$ cat config.mk
export PLATFORM = sky130hd
export DESIGN_NAME = decoder_scan_sequencer_flat
export DESIGN_NICKNAME = d
export VERILOG_FILES = /design/src/rtl/decoder_scan_if.sv /design/src/rtl/decoder_scan_sequencer.sv /design/src/flat_wrapper.sv
export SDC_FILE = /design/constraint.sdc
export NUM_CORES = 1
export LEC_CHECK = 0
export CORE_MARGIN = 10
export CORE_UTILIZATION = 54
export CTS_BUF_LIST = sky130_fd_sc_hd__clkbuf_16
export CTS_CLUSTER_DIAMETER = 200
export DETAILED_ROUTE_END_ITERATION = 7
export GPL_ROUTABILITY_DRIVEN = 0
export HOLD_SLACK_MARGIN = 0.06
export PLACE_DENSITY = 0.78
export SLEW_MARGIN = 15
export SYNTH_ARGS = -nofsm -noshare
export SYNTH_HDL_FRONTEND = slang
export SYNTH_SLANG_ARGS = --single-unit
export TNS_END_PERCENT = 100
$ cat constraint.sdc
create_clock -name clk -period 2.9 [get_ports clk]
set_input_delay 0.58 -clock clk [delete_from_list [all_inputs] [get_ports clk]]
set_output_delay 0.58 -clock clk [all_outputs]
set_load 0.01 [all_outputs]
$ cat src/rtl/decoder_scan_if.sv
// Host <-> sequencer bundle: scan control in, 3-bit decoder code and status out.
interface decoder_scan_if;
    logic       start;
    logic       stop;
    logic       one_shot;
    logic [7:0] mask;
    logic       A2;
    logic       A1;
    logic       A0;
    logic       valid;
    logic       busy;
    logic       done;
    logic       err;

    modport master (
        output start, stop, one_shot, mask,
        input  A2, A1, A0, valid, busy, done, err
    );

    modport slave (
        input  start, stop, one_shot, mask,
        output A2, A1, A0, valid, busy, done, err
    );
endinterface

$ cat src/rtl/decoder_scan_sequencer.sv
// Walks enabled 3-to-8 decoder channels in ascending order, holding each code for
// DWELL cycles with valid high, and a dead SEEK cycle between channels.
//
// state | meaning
// IDLE  | waiting for start; code holds its last value
// SEEK  | valid=0, tests mask_q[ptr] once per cycle
// HOLD  | valid=1, code stable while the dwell counter runs down
// DONE  | one-shot pass complete; done pulses on the way back to IDLE
module decoder_scan_sequencer #(
    parameter int DWELL = 4,
    parameter int CNT_W = 8
) (
    input  logic           clk,
    input  logic           rst_n,
    decoder_scan_if.slave  bus
);
    typedef enum logic [1:0] {S_IDLE, S_SEEK, S_HOLD, S_DONE} state_t;

    localparam logic [CNT_W-1:0] DWELL_M1 = CNT_W'(DWELL - 1);

    state_t           state_q, state_d;
    logic [2:0]       ptr_q, ptr_d;
    logic [CNT_W-1:0] cnt_q, cnt_d;
    logic [7:0]       mask_q, mask_d;
    logic             os_q, os_d;
    logic [2:0]       code_q, code_d;
    logic             valid_q, valid_d;
    logic             busy_q, busy_d;
    logic             done_q, done_d;
    logic             err_q, err_d;

    always_comb begin
        state_d = state_q;
        ptr_d   = ptr_q;
        cnt_d   = cnt_q;
        mask_d  = mask_q;
        os_d    = os_q;
        code_d  = code_q;
        valid_d = valid_q;
        done_d  = 1'b0;
        err_d   = 1'b0;

        // stop beats every other transition; the code is left where it was
        if (state_q != S_IDLE && bus.stop) begin
            state_d = S_IDLE;
            valid_d = 1'b0;
        end else begin
            case (state_q)
                S_IDLE: begin
                    if (bus.start) begin
                        if (bus.mask != 8'h00) begin
                            state_d = S_SEEK;
                            mask_d  = bus.mask;
                            os_d    = bus.one_shot;
                            ptr_d   = 3'd0;
                        end else begin
                            err_d = 1'b1;
                        end
                    end
                end
                S_SEEK: begin
                    if (mask_q[ptr_q]) begin
                        state_d = S_HOLD;
                        code_d  = ptr_q;
                        cnt_d   = DWELL_M1;
                        valid_d = 1'b1;
                    end else if (ptr_q == 3'd7 && os_q) begin
                        state_d = S_DONE;
                    end else begin
                        ptr_d = ptr_q + 3'd1;
                    end
                end
                S_HOLD: begin
                    if (cnt_q != '0) begin
                        cnt_d = cnt_q - 1'b1;
                    end else begin
                        valid_d = 1'b0;
                        if (ptr_q == 3'd7 && os_q) begin
                            state_d = S_DONE;
                        end else begin
                            ptr_d   = ptr_q + 3'd1;
                            state_d = S_SEEK;
                        end
                    end
                end
                S_DONE: begin
                    state_d = S_IDLE;
                    done_d  = 1'b1;
                end
                default: state_d = S_IDLE;
            endcase
        end

        busy_d = (state_d != S_IDLE);
    end

    always_ff @(posedge clk or negedge rst_n) begin
        if (!rst_n) begin
            state_q <= S_IDLE;
            ptr_q   <= 3'd0;
            cnt_q   <= '0;
            mask_q  <= 8'h00;
            os_q    <= 1'b0;
            code_q  <= 3'd0;
            valid_q <= 1'b0;
            busy_q  <= 1'b0;
            done_q  <= 1'b0;
            err_q   <= 1'b0;
        end else begin
            state_q <= state_d;
            ptr_q   <= ptr_d;
            cnt_q   <= cnt_d;
            mask_q  <= mask_d;
            os_q    <= os_d;
            code_q  <= code_d;
            valid_q <= valid_d;
            busy_q  <= busy_d;
            done_q  <= done_d;
            err_q   <= err_d;
        end
    end

    assign {bus.A2, bus.A1, bus.A0} = code_q;
    assign bus.valid = valid_q;
    assign bus.busy  = busy_q;
    assign bus.done  = done_q;
    assign bus.err   = err_q;
endmodule

$ cat src/flat_wrapper.sv
// flat-port wrapper written by rule: the top's interface ports become plain ports
module decoder_scan_sequencer_flat 
#(
    parameter int DWELL = 4,
    parameter int CNT_W = 8
)
  (clk, rst_n, bus_start, bus_stop, bus_one_shot, bus_mask, bus_A2, bus_A1, bus_A0, bus_valid, bus_busy, bus_done, bus_err);
  decoder_scan_if bus_i ();
  input  logic clk;
  input  logic rst_n;
  input wire logic [$bits(bus_i.start)-1:0] bus_start;
  input wire logic [$bits(bus_i.stop)-1:0] bus_stop;
  input wire logic [$bits(bus_i.one_shot)-1:0] bus_one_shot;
  input wire logic [$bits(bus_i.mask)-1:0] bus_mask;
  output wire logic [$bits(bus_i.A2)-1:0] bus_A2;
  output wire logic [$bits(bus_i.A1)-1:0] bus_A1;
  output wire logic [$bits(bus_i.A0)-1:0] bus_A0;
  output wire logic [$bits(bus_i.valid)-1:0] bus_valid;
  output wire logic [$bits(bus_i.busy)-1:0] bus_busy;
  output wire logic [$bits(bus_i.done)-1:0] bus_done;
  output wire logic [$bits(bus_i.err)-1:0] bus_err;
  assign bus_i.start = bus_start;
  assign bus_i.stop = bus_stop;
  assign bus_i.one_shot = bus_one_shot;
  assign bus_i.mask = bus_mask;
  assign bus_A2 = bus_i.A2;
  assign bus_A1 = bus_i.A1;
  assign bus_A0 = bus_i.A0;
  assign bus_valid = bus_i.valid;
  assign bus_busy = bus_i.busy;
  assign bus_done = bus_i.done;
  assign bus_err = bus_i.err;
  decoder_scan_sequencer #(.DWELL(DWELL), .CNT_W(CNT_W)) u_core (.clk(clk), .rst_n(rst_n), .bus(bus_i));
endmodule
# Yosys cells after proc, flatten, opt, wreduce, memory -nomap -nowiden
# Cells that the tools add are included.
totals:
  input_bits: 13
  output_inout_bits: 7
  word_cells: 70
  ff_bits: 29
classes:
  n_mux: 29
  n_eq_ne: 12
  add_sub_neg: 2
  bitwise: 1
  n_lt_le_gt_ge: 1
  reduce_logical: 15
ops:
  columns: ["op", "count"]
  rows:
  - ["8-bit 2-to-1 mux", 2]
  - ["8-bit case mux with 2 select lines", 1]
  - ["8-bit nonzero test", 2]
  - ["3-bit 2-to-1 mux", 5]
  - ["2-bit 2-to-1 mux", 7]
  - ["1-bit 2-to-1 mux", 10]
  - ["3-bit case mux with 3 select lines", 1]
  - ["2-bit case mux with 4 select lines", 1]
  - ["4-bit AND reduction", 2]
  - ["8-bit by 1-bit subtractor with 8-bit output (second input constant)", 1]
  - ["2-bit by 1-bit != test with 1-bit output (second input constant)", 3]
  - ["2-bit != test (second input constant)", 3]
  - ["3-bit AND reduction", 2]
  - ["6-bit AND reduction", 1]
  - ["2-bit nonzero test", 3]
  - ["3-bit nonzero test", 2]
  - ["2-bit == test (second input constant)", 2]
  - ["3-bit by 4-bit less-than comparator with 1-bit output (second input constant)", 1]
  - ["3-bit by 1-bit adder with 3-bit output (second input constant)", 1]
  - ["1-bit binary-select mux with 3-bit select", 1]
  - ["3-bit == test (second input constant)", 1]
  - ["3-bit by 1-bit != test with 1-bit output (second input constant)", 1]
  - ["3-bit by 2-bit != test with 1-bit output (second input constant)", 1]
  - ["2-bit by 1-bit == test with 1-bit output (second input constant)", 1]
  - ["other kinds (4)", 5]

# Longest topological paths before layout
logic_depth:
  depth_word: 7
  ltp_mapped: 9
  mapped_depth_nobuf: 7

# Least setup slack after synthesis
# Ideal clock, no wire load.
synth_path:
  kind: "register to register"
  from: "reg u_core.ptr_q[1]"
  to: "reg u_core.ptr_q[0]"
  synth_period_minus_slack_ns: 2.247
  arrival_ns: 2.122
  path_stages_with_launch: 6
  required_time_ns: 2.775
  path_slack_ns: 0.653
  path_buffers: 0
  setup_ns: 0.125
  path_cell_list: "dfrtp_1 -> mux4_1 -> mux2_2 -> and2_4 -> a2111oi_4 -> mux2_4"
synth_between:
  elab_chain_len: 5
  elab_cells_between_ends: 10
  classes_between: "eq/ne (2); mux (6); reduce/logical (2)"
synth_rtl:
  columns: ["element", "line_no", "source"]
  rows:
  - ["start: declaration", "decoder_scan_sequencer.sv:22", "logic [2:0] ptr_q, ptr_d;"]
  - ["start signal: assignment", "decoder_scan_sequencer.sv:111", "ptr_q <= ptr_d;"]
  - ["parallel branches: the longest is 5 deep, another holds 6-bit AND reduction", null, null]
# Parallel ways; which one is timed is not known. The select of a mux whose other input is x is not followed.
# A chain may end at the register's enable or synchronous reset.

# Worst setup path after layout
layout_path:
  from: "reg u_core.ptr_q[1]"
  to: "reg u_core.cnt_q[2]"
layout_between:
  elab_chain_len: 4
layout_rtl:
  columns: ["element", "line_no", "source"]
  rows:
  - ["1-bit binary-select mux with 3-bit select", "decoder_scan_sequencer.sv:62", "if (mask_q[ptr_q]) begin"]
  - ["1-bit 2-to-1 mux (not written as such)", "decoder_scan_sequencer.sv:62", null]
  - ["2-bit by 1-bit != test with 1-bit output (no source line)", null, null]
  - ["4-bit AND reduction (no source line)", null, null]
  - ["end signal: assignment", "decoder_scan_sequencer.sv:112", "cnt_q <= cnt_d;"]
  - ["end: declaration", "decoder_scan_sequencer.sv:23", "logic [CNT_W-1:0] cnt_q, cnt_d;"]
# Every way passes these cells. The select of a mux whose other input is x is not followed.

==> metrics <==
Post-CTS Setup Inserts 0; share of cells above drive strength 1 14.8%; Crit path required time 3060 ps; Die X-Extent 74.4 µm; outcome completed; crit path max fanout 16; WL per Instance 17.2 µm; area of the core 0.00278 mm²; global route hottest layer met2; FP Rows 19; IO Pins 20; first-pass GRT wire length 5790 µm; CTS Sinks 29; most common cell after layout, fill and taps aside dfrtp_1; sequential share of the synthesized area 45.5%; final worst path period share 89.9%; Mapped Area 0.00160 mm²; CTS H-tree depth 2; Vert. Die Dim 74.4 µm; Syn Area/Cell 10.6 µm²; met2 Usage GRT 22.1%; Slew HR 36.7%; met1 usage in global routing 15.3%; max cap viols 0; Final Setup Violations 0; 1st-iter DRT viols 137; Yosys cell types 39; ys async rst share 100%; # DRC 0; cts hold-fix bufs 0; Pre-Repair DR Iteration Count 4; vias per cell 6.02; CP arrival 2760 ps; Post-synth top flop dfrtp_1; layout net count 197; vias in the first global route 1269; Final Non-Filler Cells 207; Final Hold Fails 0; largest net degree at the start of global routing 30; Mapped Nets 171; Hold Crit Class flip-flop to flip-flop; synthesized flop and latch total 29; crit end category flip-flop; number of flops mapped to enable cells by yosys 0; Clock Path Buffers 2; Initial Utilization 57.4%; Final min period 2610 ps; Post-DRT Antenna Nets 0; met3 Use GR 5.98%; dpl cells 200; final core utilization 70.9%; warnings from Yosys 0; RSZ-0062 raised after global routing no; Layout area overhead 23.5%; root buffer cell clkbuf_16; CTS buffer count 5; Post-Route WL 3560 µm; pwr/cell area 996 mW/mm²; maximum VDD drop 1.01 mV; GRT overflow 0; DP Wirelength 2550 µm; Gate Count Post-Synth 150; Tightest Pin Transition 944 ps; crit path kind flip-flop to flip-flop; Resize count post-CTS 0; all-layer global routing usage 13.6%; Final Slew Violations 0; clock skew 6.06 ps; most frequent cells in the layout 29 x dfrtp_1, 19 x clkdlybuf4s50_1, 15 x nand2_1, 13 x mux2_2, 12 x inv_1; CP Launch Type flip-flop; Clock transition at path regs 50 ps; clk_lat worst skew 270 ps; Antenna diodes 0; highest clock rate 384 MHz; CTS tree done; die area 0.00553 mm²; setup TNS 0 ps; Lkg Pwr 0.871 nW; initial antenna violation count 0; PortBufs 19; DR vias 1247
==> metrics by stage <==
step           worst slack (ps)  power (mW)  instance area [µm²]  hold slack, ps
2_1_floorplan               653        1.23                 1600             284
3_3_place_gp                365        1.45                 1840             484
3_5_place_dp                297        1.48                 1840             486
4_1_cts                     279        1.97                 1970             496
5_1_grt                     148        2.08                 1970             504
6_report                    293        1.96                 1970             498
==> cells by family after synthesis <==
group | synth area share, %
adders and majority gates | 6.27
AOI/OAI and AO/OA | 14.4
muxes | 14.7
and+or+nand+nor | 15.6
DFF | 45.5
buffers and inverters | 3.61
==> synthesized netlist by cell type (2+ instances only) <==
cell type,n,area [µm²]
o211ai_1,4,30.0
a311oi_1,2,17.5
or3_1,2,12.5
a21oi_1,5,25.0
o21ai_0,9,45.0
nand2_1,15,56.3
or4_1,4,30.0
nor4_1,2,12.5
nor3_1,2,10.0
mux2i_1,2,20.0
dfrtp_1,29,726
nand2b_1,4,25.0
nor2b_1,2,12.5
nand3_1,2,10.0
mux2_2,13,146
mux4_1,2,52.6
ha_1,8,100
a211oi_1,2,15.0
clkbuf_1,3,11.3
inv_1,11,41.3
nor2_1,9,33.8
==> where the power goes <==
| part | leakage, nW | switching, mW | internal, mW |
|---|---|---|---|
| Clock | 0.0685 | 0.163 | 0.305 |
| Combinational | 0.438 | 0.443 | 0.417 |
| Sequential | 0.364 | 0.0921 | 0.543 |
==> routing by layer <==
| metal | wire, µm | part of all wire (%) |
|---|---|---|
| met1 | 1450 | 41 |
| met2 | 1780 | 50 |
| met3 | 276 | 7.8 |
| met4 | 49 | 1.4 |
| met5 | 0 | 0 |
==> layout make-up <==
cell class,instances,area (µm²)
tap,31,38.8
sequential,29,726
inverter,11,41.3
clock inverter,2,7.51
multi-input combinational,106,812
fill,215,811
timing repair buffer,23,220
clock buffer,5,125
==> critical path, cell delays in order (launching register included) <==
cell	delay, ps
dfrtp_1	450
mux4_1	590
mux2_2	310
o21ai_1	740
o21ai_0	180
a22o_1	210
==> flip-flops by register name (all words and copies together), names as in the netlist <==
register	count
u_core.mask_q	8
u_core.bus.valid	1
u_core.state_q	2
u_core.bus.err	1
u_core.code_q	3
u_core.bus.done	1
u_core.bus.busy	1
u_core.ptr_q	3
u_core.cnt_q	8
u_core.os_q	1
==> path summary, 6_finish.rpt <==
kind	slack (ps)	cells after the start	startpoint	endpoint
max in group asynchronous	1930	2	rst_n	u_core.cnt_q[1]
setup / recovery	290	5	u_core.ptr_q[1]	u_core.cnt_q[2]
hold / removal	500	1	u_core.mask_q[2]	u_core.mask_q[2]
min in group asynchronous	690	2	rst_n	u_core.bus.err
hold reg to reg	500	1	u_core.mask_q[2]	u_core.mask_q[2]
setup reg to reg	290	5	u_core.ptr_q[1]	u_core.cnt_q[2]
(Power assumes the default switching activity.)
